**src/rtl/mem_port_arbiter.sv**
```systemverilog
`default_nettype none
// ============================================================================
// Module   : mem_port_arbiter
// Brief    : Shares one line-wide memory port among NCH cache-side ports,
//            one line transaction in flight, round-robin or fixed priority.
// Revision : 1.0 - initial release
// ============================================================================
module mem_port_arbiter #(
  parameter int NCH     = 2,
  parameter int ADDR_W  = 28,
  parameter int LINE_W  = 128,
  parameter int RR_MODE = 1
) (
  input  logic                    clk,
  input  logic                    rst_n,
  input  logic [NCH-1:0]          ch_read,
  input  logic [NCH-1:0]          ch_write,
  input  logic [NCH*ADDR_W-1:0]   ch_addr,
  input  logic [NCH*LINE_W-1:0]   ch_wdata,
  output logic [LINE_W-1:0]       ch_rdata,
  output logic [NCH-1:0]          ch_ready,
  output logic                    mem_read,
  output logic                    mem_write,
  output logic [ADDR_W-1:0]       mem_addr,
  output logic [LINE_W-1:0]       mem_wdata,
  input  logic [LINE_W-1:0]       mem_rdata,
  input  logic                    mem_ready,
  output logic [$clog2(NCH)-1:0]  grant_id,
  output logic                    busy
);

  localparam int CW = $clog2(NCH);

  localparam logic [1:0] c_ST_IDLE = 2'd0;
  localparam logic [1:0] c_ST_BUSY = 2'd1;
  localparam logic [1:0] c_ST_DONE = 2'd2;

  logic [1:0]        r_state;
  logic [1:0]        w_state_nxt;
  logic [CW-1:0]     r_rr_ptr;
  logic [CW-1:0]     w_rr_ptr_nxt;
  logic [NCH-1:0]    w_req;
  logic              w_found;
  logic [CW-1:0]     w_win;

  logic [ADDR_W-1:0] w_sel_addr;
  logic [LINE_W-1:0] w_sel_wdata;
  logic              w_sel_wr;

  logic [CW-1:0]     w_grant_nxt;
  logic              w_mem_read_nxt;
  logic              w_mem_write_nxt;
  logic [ADDR_W-1:0] w_mem_addr_nxt;
  logic [LINE_W-1:0] w_mem_wdata_nxt;
  logic [LINE_W-1:0] w_ch_rdata_nxt;
  logic [NCH-1:0]    w_ch_ready_nxt;
  logic              w_busy_nxt;

  assign w_req   = ch_read | ch_write;
  assign w_found = |w_req;

  generate
    if (RR_MODE != 0) begin : g_rr
      logic [CW:0] w_idx;
      // Walk downward so the last hit is the first requester at or after rr_ptr.
      always_comb begin
        w_win = '0;
        w_idx = '0;
        for (int k = NCH - 1; k >= 0; k--) begin
          w_idx = {1'b0, r_rr_ptr} + (CW+1)'(k);
          if (w_idx >= (CW+1)'(NCH)) w_idx = w_idx - (CW+1)'(NCH);
          if (w_req[w_idx[CW-1:0]]) w_win = w_idx[CW-1:0];
        end
      end
    end else begin : g_fixed
      always_comb begin
        w_win = '0;
        for (int k = NCH - 1; k >= 0; k--) begin
          if (w_req[k]) w_win = CW'(k);
        end
      end
    end
  endgenerate

  always_comb begin
    w_sel_addr  = '0;
    w_sel_wdata = '0;
    w_sel_wr    = 1'b0;
    for (int i = 0; i < NCH; i++) begin
      if (w_win == CW'(i)) begin
        w_sel_addr  = ch_addr[i*ADDR_W +: ADDR_W];
        w_sel_wdata = ch_wdata[i*LINE_W +: LINE_W];
        w_sel_wr    = ch_write[i];
      end
    end
  end

  always_ff @(posedge clk) begin
    if (!rst_n) r_state <= c_ST_IDLE;
    else        r_state <= w_state_nxt;
  end

  always_comb begin
    w_state_nxt = r_state;
    case (r_state)
      c_ST_IDLE: if (w_found) w_state_nxt = c_ST_BUSY;
      c_ST_BUSY: if (mem_ready) w_state_nxt = c_ST_DONE;
      c_ST_DONE: w_state_nxt = c_ST_IDLE;
      default:   w_state_nxt = c_ST_IDLE;
    endcase
  end

  // Next values for the registered outputs; the output registers double as the request latch.
  always_comb begin
    w_grant_nxt     = grant_id;
    w_mem_read_nxt  = mem_read;
    w_mem_write_nxt = mem_write;
    w_mem_addr_nxt  = mem_addr;
    w_mem_wdata_nxt = mem_wdata;
    w_ch_rdata_nxt  = ch_rdata;
    w_ch_ready_nxt  = '0;
    w_rr_ptr_nxt    = r_rr_ptr;
    w_busy_nxt      = (w_state_nxt != c_ST_IDLE);
    case (r_state)
      c_ST_IDLE: begin
        if (w_found) begin
          w_grant_nxt     = w_win;
          w_mem_addr_nxt  = w_sel_addr;
          w_mem_wdata_nxt = w_sel_wdata;
          w_mem_write_nxt = w_sel_wr;
          w_mem_read_nxt  = ~w_sel_wr;
        end
      end
      c_ST_BUSY: begin
        if (mem_ready) begin
          w_mem_read_nxt  = 1'b0;
          w_mem_write_nxt = 1'b0;
          w_ch_rdata_nxt  = mem_rdata;
          for (int i = 0; i < NCH; i++) begin
            w_ch_ready_nxt[i] = (grant_id == CW'(i));
          end
        end
      end
      c_ST_DONE: begin
        w_rr_ptr_nxt = (grant_id == CW'(NCH - 1)) ? '0 : grant_id + 1'b1;
      end
      default: ;
    endcase
  end

  always_ff @(posedge clk) begin
    if (!rst_n) begin
      grant_id  <= '0;
      mem_read  <= 1'b0;
      mem_write <= 1'b0;
      mem_addr  <= '0;
      mem_wdata <= '0;
      ch_rdata  <= '0;
      ch_ready  <= '0;
      busy      <= 1'b0;
      r_rr_ptr  <= '0;
    end else begin
      grant_id  <= w_grant_nxt;
      mem_read  <= w_mem_read_nxt;
      mem_write <= w_mem_write_nxt;
      mem_addr  <= w_mem_addr_nxt;
      mem_wdata <= w_mem_wdata_nxt;
      ch_rdata  <= w_ch_rdata_nxt;
      ch_ready  <= w_ch_ready_nxt;
      busy      <= w_busy_nxt;
      r_rr_ptr  <= w_rr_ptr_nxt;
    end
  end

endmodule
`default_nettype wire

```
**config.mk**
```make
export PLATFORM = sky130hd
export DESIGN_NAME = mem_port_arbiter
export DESIGN_NICKNAME = d
export VERILOG_FILES = /design/src/rtl/mem_port_arbiter.sv
export SDC_FILE = /design/constraint.sdc
export NUM_CORES = 1
export LEC_CHECK = 0
export ABC_CLOCK_PERIOD_IN_PS = 2050
export CORE_AREA = 5 5 286 288
export CTS_BUF_LIST = sky130_fd_sc_hd__clkbuf_4
export DETAILED_ROUTE_END_ITERATION = 10
export DIE_AREA = 0 0 291 293
export HOLD_SLACK_MARGIN = 0.02
export MAX_ROUTING_LAYER = met4
export PLACE_DENSITY = 0.42
export SLEW_MARGIN = 10
export SYNTH_ARGS = -nofsm -noshare
export SYNTH_HDL_FRONTEND = slang
export SYNTH_SLANG_ARGS = --single-unit
```
**constraint.sdc**
```tcl
create_clock -name clk -period 2.05 [get_ports clk]
set_input_delay 0.615 -clock clk [delete_from_list [all_inputs] [get_ports clk]]
set_output_delay 0.615 -clock clk [all_outputs]
set_load 0.005 [all_outputs]
```
==> results of run 1 <==
==> final cells by class <==
cell class,instances,area (um2)
clock buffers,132,991
multi-input cells,1037,5070
clock inverters,21,175
flip-flops and latches,293,6150
well taps,1050,1310
fillers,8662,57400
diodes,5,12.5
repair buffers,847,7450
==> cell usage after synthesis <==
cell type | n | area [um2]
nand2_1 | 571 | 2140
dfxtp_1 | 293 | 5870
a31oi_1 | 156 | 976
a21boi_0 | 128 | 961
o21ai_0 | 128 | 641
buf_2 | 84 | 420
clkbuf_1 | 44 | 165
o21ai_1 | 29 | 145
nor2b_1 | 4 | 25.0
nor2_1 | 3 | 11.3
and2b_1 | 2 | 15.0
and3_1 | 2 | 12.5
nand3_1 | 2 | 10.0
o21a_1 | 2 | 15.0
a211oi_2 | 1 | 12.5
a21oi_1 | 1 | 5.00
and2_1 | 1 | 6.26
and3b_1 | 1 | 8.76
buf_4 | 1 | 7.51
mux2i_1 | 1 | 10.0
nand2b_1 | 1 | 6.26
o211a_1 | 1 | 10.0
o21bai_1 | 1 | 7.51
o22ai_1 | 1 | 6.26
o32ai_1 | 1 | 8.76
==> tightest hold or removal path, stage by stage <==
cell and delay (ns):
clkdlybuf4s50_1 0.40, nand2_1 0.05, a21boi_0 0.06
==> path summary, 6_finish.rpt <==
| path | from | end | depth (start not counted) |
|---|---|---|---|
| worst max-delay path | ch_rdata[9] | ch_rdata[9] | 1 |
| worst min-delay path | mem_rdata[105] | ch_rdata[105] | 3 |
| worst max register to register | r_state[1] | ch_rdata[109] | 6 |
| worst min register to register | ch_rdata[57] | ch_rdata[57] | 2 |
==> power breakdown <==
group / switching, W / internal [W] / leakage, nW / total, W
registers: 0.000291 / 0.00629 / 2.49 / 0.00658
clock network: 0.00277 / 0.00330 / 0.689 / 0.00607
logic: 0.00156 / 0.00187 / 5.55 / 0.00344
total: 0.00463 / 0.0115 / 8.73 / 0.0161
==> cell families after synthesis <==
family          count (synthesis)  synth area share, %
buf+inv                       129                 5.16
flops                         293                 51.0
simple gates                  587                 19.5
mux                             1               0.0871
compound gates                449                 24.3
==> placed cells by master, fill, tap and decap left out, drive strengths merged, types with 17 or more instances in the layout <==
| master | instances |
|---|---|
| a21boi | 128 |
| a31oi | 156 |
| buf | 396 |
| clkbuf | 132 |
| clkdlybuf4s50 | 445 |
| clkinv | 17 |
| dfxtp | 293 |
| nand2 | 571 |
| o21ai | 157 |
==> registers in the layout (all words and copies together) (netlist names) <==
name	count
mem_addr	28
r_rr_ptr	1
ch_ready	2
mem_write	1
mem_read	1
ch_rdata	128
mem_wdata	128
grant_id	1
r_state	2
busy	1
==> layer usage <==
metal	up-vias	GRT usage, %	routed length [um]
met5	-	-	0
met4	0	5.31	2040
met3	118	5.31	5690
met2	604	23.2	29300
met1	6165	14.5	23300
li1	6600	-	-
==> stage by stage <==
step           cell area [um2]  hold slack [ns]  utilization, %  total power, W  setup TNS (ns)
2_1_floorplan            11500            0.454               -         0.00775               0
3_3_place_gp             20600            0.451            26.2          0.0104          -55.61
4_1_cts                  21100            0.142            26.9          0.0166           -1.17
3_5_place_dp             20600            0.455            26.2          0.0104          -60.29
5_1_grt                  21200            0.210            26.9          0.0172         -0.0349
6_report                 21200            0.337            26.9          0.0161               0
==> what timing repair did <==
action                                 4_1_cts  5_1_grt
buffers inserted                            10        1
endpoints found under the hold margin        1        0
gates resized for setup                   1453        0
setup endpoints to repair                  290        4
hold buffers                                 1        0
==> impl_metrics.yaml, run 1 <==
sta:
  setup_viol: 0
  worst_pin_slew_ns: 0.481
  slew_headroom_pct: 67.9
  setup_ws_ns: 0.144
  fin_crit_sh_pct: 93.0
  rsz0062_at_grt: "true"
  min_period_ns: 1.91
  finalMaxSlewViolations: 0
  skew_ns: 0.0716
  max_freq_ghz: 0.525
  hold_viol: 0
global_routing:
  antenna_found_initial: 6
  grt_max_degree: 83
  grt_use_total_pct: 13.7
  grt_pass1_vias: 14100
  overflow: 0
  grt_pass1_wl_mm: 88.3
clock_network:
  htreeDepth: 3
  path_clk_slew_ns: 0.07
  cts_tree: "done"
  cts_sinks: 293
  clk_latency_ns: 0.82
  cts_made_buffers: 90
  clockBufferDepth: 3
  cts-root-buf: "clkbuf_4"
routing:
  wire_per_inst_um: 17.8
  drt_iter0_drc: 539
  viasPerCell: 3.98
  drc_errors: 0
  vias: 13500
  first_pass_iters: 5
  drt-total-wl_mm: 60.3
  drt.antenna.violating_nets: 0
synth:
  yosys_warnings: 0
  synth_cells: 1459
  postSynthNetCount: 1906
  synth_seq_cells: 293
  ys_types: 25
  netlist_area_um2: 11500
  synth_area_per_cell_um2: 7.88
  yosysSeqAreaShare_pct: 51.0
die:
  die_h_um: 293
  die_area_um2: 85300
  initial_utilization_pct: 14.6
  dieWidth_um: 291
  num_rows: 103
  core_um2: 78600
  top_level_ports: 737
critical_path:
  cp_cell_sequence: "buf_6"
  crit_arrival_ns: 1.29
  critPathRequiredTime_ns: 1.43
  critical_path_class: "register to primary output"
  critPathMaxFanout: 2
  critPathTopFamily: "flip-flops"
  path_buf_inv: 1
  startpoint_type: "register"
  max_stage_delay_ns: 0.36
  slowest_stage: "dfxtp_4"
  worst_setup_path_end_kind: "primary output"
  r2r_slack_ns: 0.23
finish:
  area_delta_synth_final_pct: 84.1
  stdcell_count: 3385
  drive_gt1_share_pct: 32.8
  nNetsFinal: 2716
flow_run:
  max-cap-violations: 0
run_status:
  status: "finished, final reports clean"
power:
  power_density_nw_per_um2: 760
  power_leakage_nw: 8.73
  ir_drop_mv: 0.333
placed_design:
  dpl.cell_count: 3215
  portBuffers: 736
  dp_slack_ns: -0.474
  dpl.hpwl_mm: 46.1
  place_congestion: 0.895
min_path:
  hp-class: "input pin to register"
Note: power is estimated with default switching activity, not from simulation.
==> run 2: changes to the inputs <==
--- a/config.mk
+++ b/config.mk
@@ -12,7 +12,6 @@
 export DIE_AREA = 0 0 291 293
 export HOLD_SLACK_MARGIN = 0.02
 export MAX_ROUTING_LAYER = met4
-export PLACE_DENSITY = 0.42
 export SLEW_MARGIN = 10
 export SYNTH_ARGS = -nofsm -noshare
 export SYNTH_HDL_FRONTEND = slang
==> run 2 against run 1 <==
Net effect:
- wire length grew 5.0%
- final cell count decreased by 0.12%
- highest routed layer unchanged
- critical path depth unchanged
- sequential power barely moved
- combinational power grew 5%
- global-route usage grew 0.65 points
- largest power group unchanged
- largest cell class unchanged
==> impl_metrics.yaml, run 2 (same netlist as run 1, synthesis figures left out) <==
min_path:
  hp-class: "input pin to register"
  hold_start: "rst_n"
  holdPathStages: 4
  whs_endpoint: "mem_wdata[46]"
clock_network:
  clk_latency_ns: 0.81
  cts_hold_buf: 0
  cts-root-buf: "clkbuf_4"
  cts_sinks: 293
  cts_made_buffers: 86
  cts_tree: "done"
  path_clk_slew_ns: 0.07
  htreeDepth: 3
  clockBufferDepth: 3
finish:
  reg_top3: "ch_rdata: 128 flops, mem_wdata: 128 flops, mem_addr: 28 flops"
  stdcell_count: 3381
  utilization_pct: 27.0
  nNetsFinal: 2708
  drive_gt1_share_pct: 31.9
  final_common_cell: "nand2_1"
  layout_common_cells: "nand2_1, clkdlybuf4s50_1, dfxtp_2, buf_2, a31oi_1"
  final.fill_count: 8674
  area_delta_synth_final_pct: 84.7
critical_path:
  slowest_stage: "dfxtp_1"
  critPathRequiredTime_ns: 1.43
  startpoint: "mem_wdata[23]"
  r2r_slack_ns: 0.38
  startpoint_type: "register"
  crit_arrival_ns: 1.28
  critPathMaxFanout: 2
  rr_startpoint: "r_state[0]"
  cp_cell_sequence: "buf_6"
  path_buf_inv: 1
  reg2regPathDepth: 6
  max_stage_delay_ns: 0.34
  critical_path_class: "register to primary output"
  r2r_end: "ch_rdata[65]"
  worst_setup_path_end_kind: "primary output"
  critPathTopFamily: "flip-flops"
routing:
  drt.antenna.violating_nets: 0
  vias: 13300
  viasPerCell: 3.94
  first_pass_iters: 5
  drt-total-wl_mm: 63.3
  drc_errors: 0
  drt_iter0_drc: 535
  wire_per_inst_um: 18.7
power:
  power_density_nw_per_um2: 766
  ir_drop_mv: 0.341
  total_power_w: 0.0163
  power_leakage_nw: 8.72
die:
  dieWidth_um: 291
  num_rows: 103
  die_h_um: 293
  initial_utilization_pct: 14.6
  die_area_um2: 85300
  core_um2: 78600
  top_level_ports: 737
sta:
  worst_pin_slew_ns: 0.338
  setup_tns_ns: 0
  rsz0062_at_grt: "true"
  skew_ns: 0.0809
  holdWs_ns: 0.274
  fin_crit_sh_pct: 92.6
  finalMaxSlewViolations: 0
  max_freq_ghz: 0.527
  setup_viol: 0
  hold_viol: 0
  slew_headroom_pct: 77.4
  min_period_ns: 1.90
placed_design:
  dpl.hpwl_mm: 51.6
  dpl.cell_count: 3218
  portBuffers: 736
  place_congestion: 0.865
global_routing:
  grt_pass1_wl_mm: 89.3
  grt_pass1_vias: 13300
  overflow: 0
  antenna_found_initial: 17
  grt_max_degree: 57
  grt_use_total_pct: 14.4
flow_run:
  max-cap-violations: 0
run_status:
  status: "finished, final reports clean"
[run 2: through the flow]
step / setup slack [ns] / area, um2
2_1_floorplan: 0.438 / 11500
3_3_place_gp: -0.401 / 20700
3_5_place_dp: -0.390 / 20700
4_1_cts: -0.0559 / 21200
5_1_grt: 0.0117 / 21200
6_report: 0.152 / 21200
[run 2: power breakdown]
group          internal [W]  switching [W]  leakage (nW)
Clock               0.00336        0.00271         0.693
Combinational       0.00194        0.00167          5.53
Sequential          0.00629       0.000313          2.49
Total                0.0116        0.00469          8.72
[run 2: how the worst max path moves through the flow]
| stage | end | slack, ns | cells past startpoint |
|---|---|---|---|
| after floorplan | mem_wdata[100] | 0.44 | 6 |
| after global placement | mem_wdata[127] | -0.40 | 7 |
| after detailed placement | mem_wdata[127] | -0.39 | 7 |
| after CTS | mem_wdata[92] | -0.06 | 1 |
| after global routing | mem_wdata[92] | 0.01 | 1 |
| final | mem_wdata[23] | 0.15 | 1 |
[run 2: layout make-up]
| type | instances | area (um2) | share of cell area, % |
|---|---|---|---|
| antenna | 10 | 25.0 | 0.118 |
| multi-input combinational | 1037 | 5070 | 23.9 |
| timing repair buffer | 843 | 7520 | 35.4 |
| clock buffer | 129 | 968 | 4.56 |
| clock inverter | 19 | 198 | 0.931 |
| sequential | 293 | 6150 | 28.9 |
| tap | 1050 | 1310 | 6.19 |
[run 2: routing by layer]
layer  global-route usage, %  wire length, um  vias to the layer above
li1                        -                -                     6623
met1                    15.7            25300                     5938
met2                    22.6            28900                      631
met3                    6.02             6380                      115
met4                    7.01             2740                        0
met5                       -                0                        -
[run 2: what timing repair did]
action                                  4_1_cts  5_1_grt
pin swaps                                     0        0
endpoints found under the setup margin      290        7
cloned                                        0        0
setup buffers                                 5        0
resized for setup                          1442        7
==> run 3: changes to the inputs <==
--- a/config.mk
+++ b/config.mk
@@ -6,10 +6,10 @@
 export NUM_CORES = 1
 export LEC_CHECK = 0
 export ABC_CLOCK_PERIOD_IN_PS = 2050
-export CORE_AREA = 5 5 286 288
+export CORE_AREA = 5 5 287 289
 export CTS_BUF_LIST = sky130_fd_sc_hd__clkbuf_4
 export DETAILED_ROUTE_END_ITERATION = 10
-export DIE_AREA = 0 0 291 293
+export DIE_AREA = 0 0 292 294
 export HOLD_SLACK_MARGIN = 0.02
 export MAX_ROUTING_LAYER = met4
 export SLEW_MARGIN = 10
==> run 3 against run 2 <==
Net effect:
- combinational power down 6.4%
- setup slack worse by 0.0099 ns
- worst hold slack better by 0.021 ns
- critical path depth unchanged
- wire length down 9.0%
- count of clock-buffer cells in the layout down 10
- cell area down 2.5%
- first-iteration DRC count down 0.75%
- clock power down 12%
- clock skew down 0.027 ns
- via count down 1.4%
==> impl_metrics.yaml, run 3 (same netlist as run 1, synthesis figures left out) <==
critical_path:
  slowest_stage: "dfxtp_2"
  worst_setup_path_end_kind: "primary output"
  startpoint: "mem_wdata[14]"
  r2r_slack_ns: 0.37
  crit_arrival_ns: 1.29
  rr_startpoint: "r_state[0]"
  critical_path_class: "register to primary output"
  critPathMaxFanout: 2
  max_stage_delay_ns: 0.34
  critPathRequiredTime_ns: 1.43
  cp_cell_sequence: "clkdlybuf4s15_1"
  critPathTopFamily: "flip-flops"
  path_buf_inv: 1
  startpoint_type: "register"
clock_network:
  htreeDepth: 3
  cts_tree: "done"
  path_clk_slew_ns: 0.07
  clk_latency_ns: 0.79
  cts-root-buf: "clkbuf_4"
  cts_made_buffers: 86
  clockBufferDepth: 3
  cts_sinks: 293
global_routing:
  overflow: 0
  grt_pass1_vias: 13500
  antenna_found_initial: 10
  grt_use_total_pct: 13.0
  grt_pass1_wl_mm: 83.8
  grt_max_degree: 96
sta:
  setup_ws_ns: 0.142
  max_freq_ghz: 0.524
  finalMaxSlewViolations: 0
  setup_tns_ns: 0
  hold_viol: 0
  min_period_ns: 1.91
  slew_headroom_pct: 69.0
  worst_pin_slew_ns: 0.466
  skew_ns: 0.0538
  fin_crit_sh_pct: 93.1
  setup_viol: 0
placed_design:
  place_congestion: 0.853
  dp_slack_ns: -0.400
  placed_cell_area_um2: 20600
  portBuffers: 736
  dpl.hpwl_mm: 45.3
routing:
  drt-total-wl_mm: 57.6
  drt.antenna.violating_nets: 0
  drc_errors: 0
  drt_iter0_drc: 531
  vias: 13100
  first_pass_iters: 5
  wire_per_inst_um: 17.1
  viasPerCell: 3.90
power:
  ir_drop_mv: 0.367
  power_density_nw_per_um2: 738
  power_leakage_nw: 8.49
finish:
  multi_input_area_um2: 5070
  reg_top3: "ch_rdata: 128 flops, mem_wdata: 128 flops, mem_addr: 28 flops"
  drive_gt1_share_pct: 30.2
  area_delta_synth_final_pct: 80.2
  final.fill_count: 8767
  nNetsFinal: 2689
  seqCellArea_um2: 6110
  final_common_cell: "nand2_1"
  layout_common_cells: "nand2_1, clkdlybuf4s50_1, buf_2, dfxtp_2, a31oi_1"
  fin_area_um2: 20700
  utilization_pct: 26.0
min_path:
  hp-class: "input pin to register"
  hold_start: "rst_n"
flow_run:
  max-cap-violations: 0
run_status:
  status: "finished, final reports clean"
die:
  die_area_um2: 85800
  top_level_ports: 737
  num_rows: 104
  die_h_um: 294
  core_um2: 79600
  dieWidth_um: 292
  initial_utilization_pct: 14.4
[run 3: changes by cell type in the layout (fill, tap and decap cells not counted), moves of 4 or more]
| cell | previous run | this run |
|---|---|---|
| buf_6 | 51 | 18 |
| buf_4 | 106 | 82 |
| clkbuf_4 | 129 | 119 |
| buf_2 | 192 | 233 |
| clkinv_1 | 7 | 13 |
| clkdlybuf4s15_1 | 15 | 7 |
| dfxtp_2 | 206 | 184 |
| dfxtp_1 | 81 | 106 |
| bufinv_16 | 4 | 0 |
[run 3: timing repair]
| action | in CTS | in global routing |
|---|---|---|
| setup buffers | 3 | 0 |
| endpoints found under the setup margin | 290 | 12 |
| gates resized for setup | 1364 | 17 |
| hold buffers | 0 | 0 |
| hold endpoints to repair | 0 | 0 |
[run 3: cell type report]
class	count	area share (%)
multi-input combinational	1037	24.5
clock inverter	23	0.568
sequential	293	29.5
timing repair buffer	824	34.6
antenna	12	0.145
clock buffer	119	4.31
tap	1060	6.40
[run 3: per-stage QoR]
step           std cells  total power, W  hold slack (ns)
3_3_place_gp        3211          0.0104            0.449
5_1_grt             3366          0.0163            0.148
6_report            3368          0.0153            0.296
4_1_cts             3356          0.0157            0.133
2_1_floorplan       1459         0.00775            0.454
3_5_place_dp        3211          0.0104            0.455
[run 3: worst paths after layout]
| path | depth (start not counted) | endpoint |
|---|---|---|
| worst max-delay path | 1 | mem_wdata[14] |
| worst min-delay path | 3 | r_state[0] |
| worst max register to register | 6 | ch_rdata[95] |
| worst min register to register | 2 | ch_rdata[11] |
[run 3: report_power, final]
group          switching [W]  internal, W
clock                0.00268      0.00268
combinational        0.00156      0.00181
sequential          0.000267      0.00628
[run 3: per-layer routing]
layer | vias up | part of all wire, % | GRT usage [%]
met2 | 589 | 48 | 21.4
li1 | 6561 | - | -
met5 | - | 0 | -
met1 | 5858 | 39 | 14.4
met4 | 0 | 2.8 | 4.32
met3 | 112 | 10 | 5.34
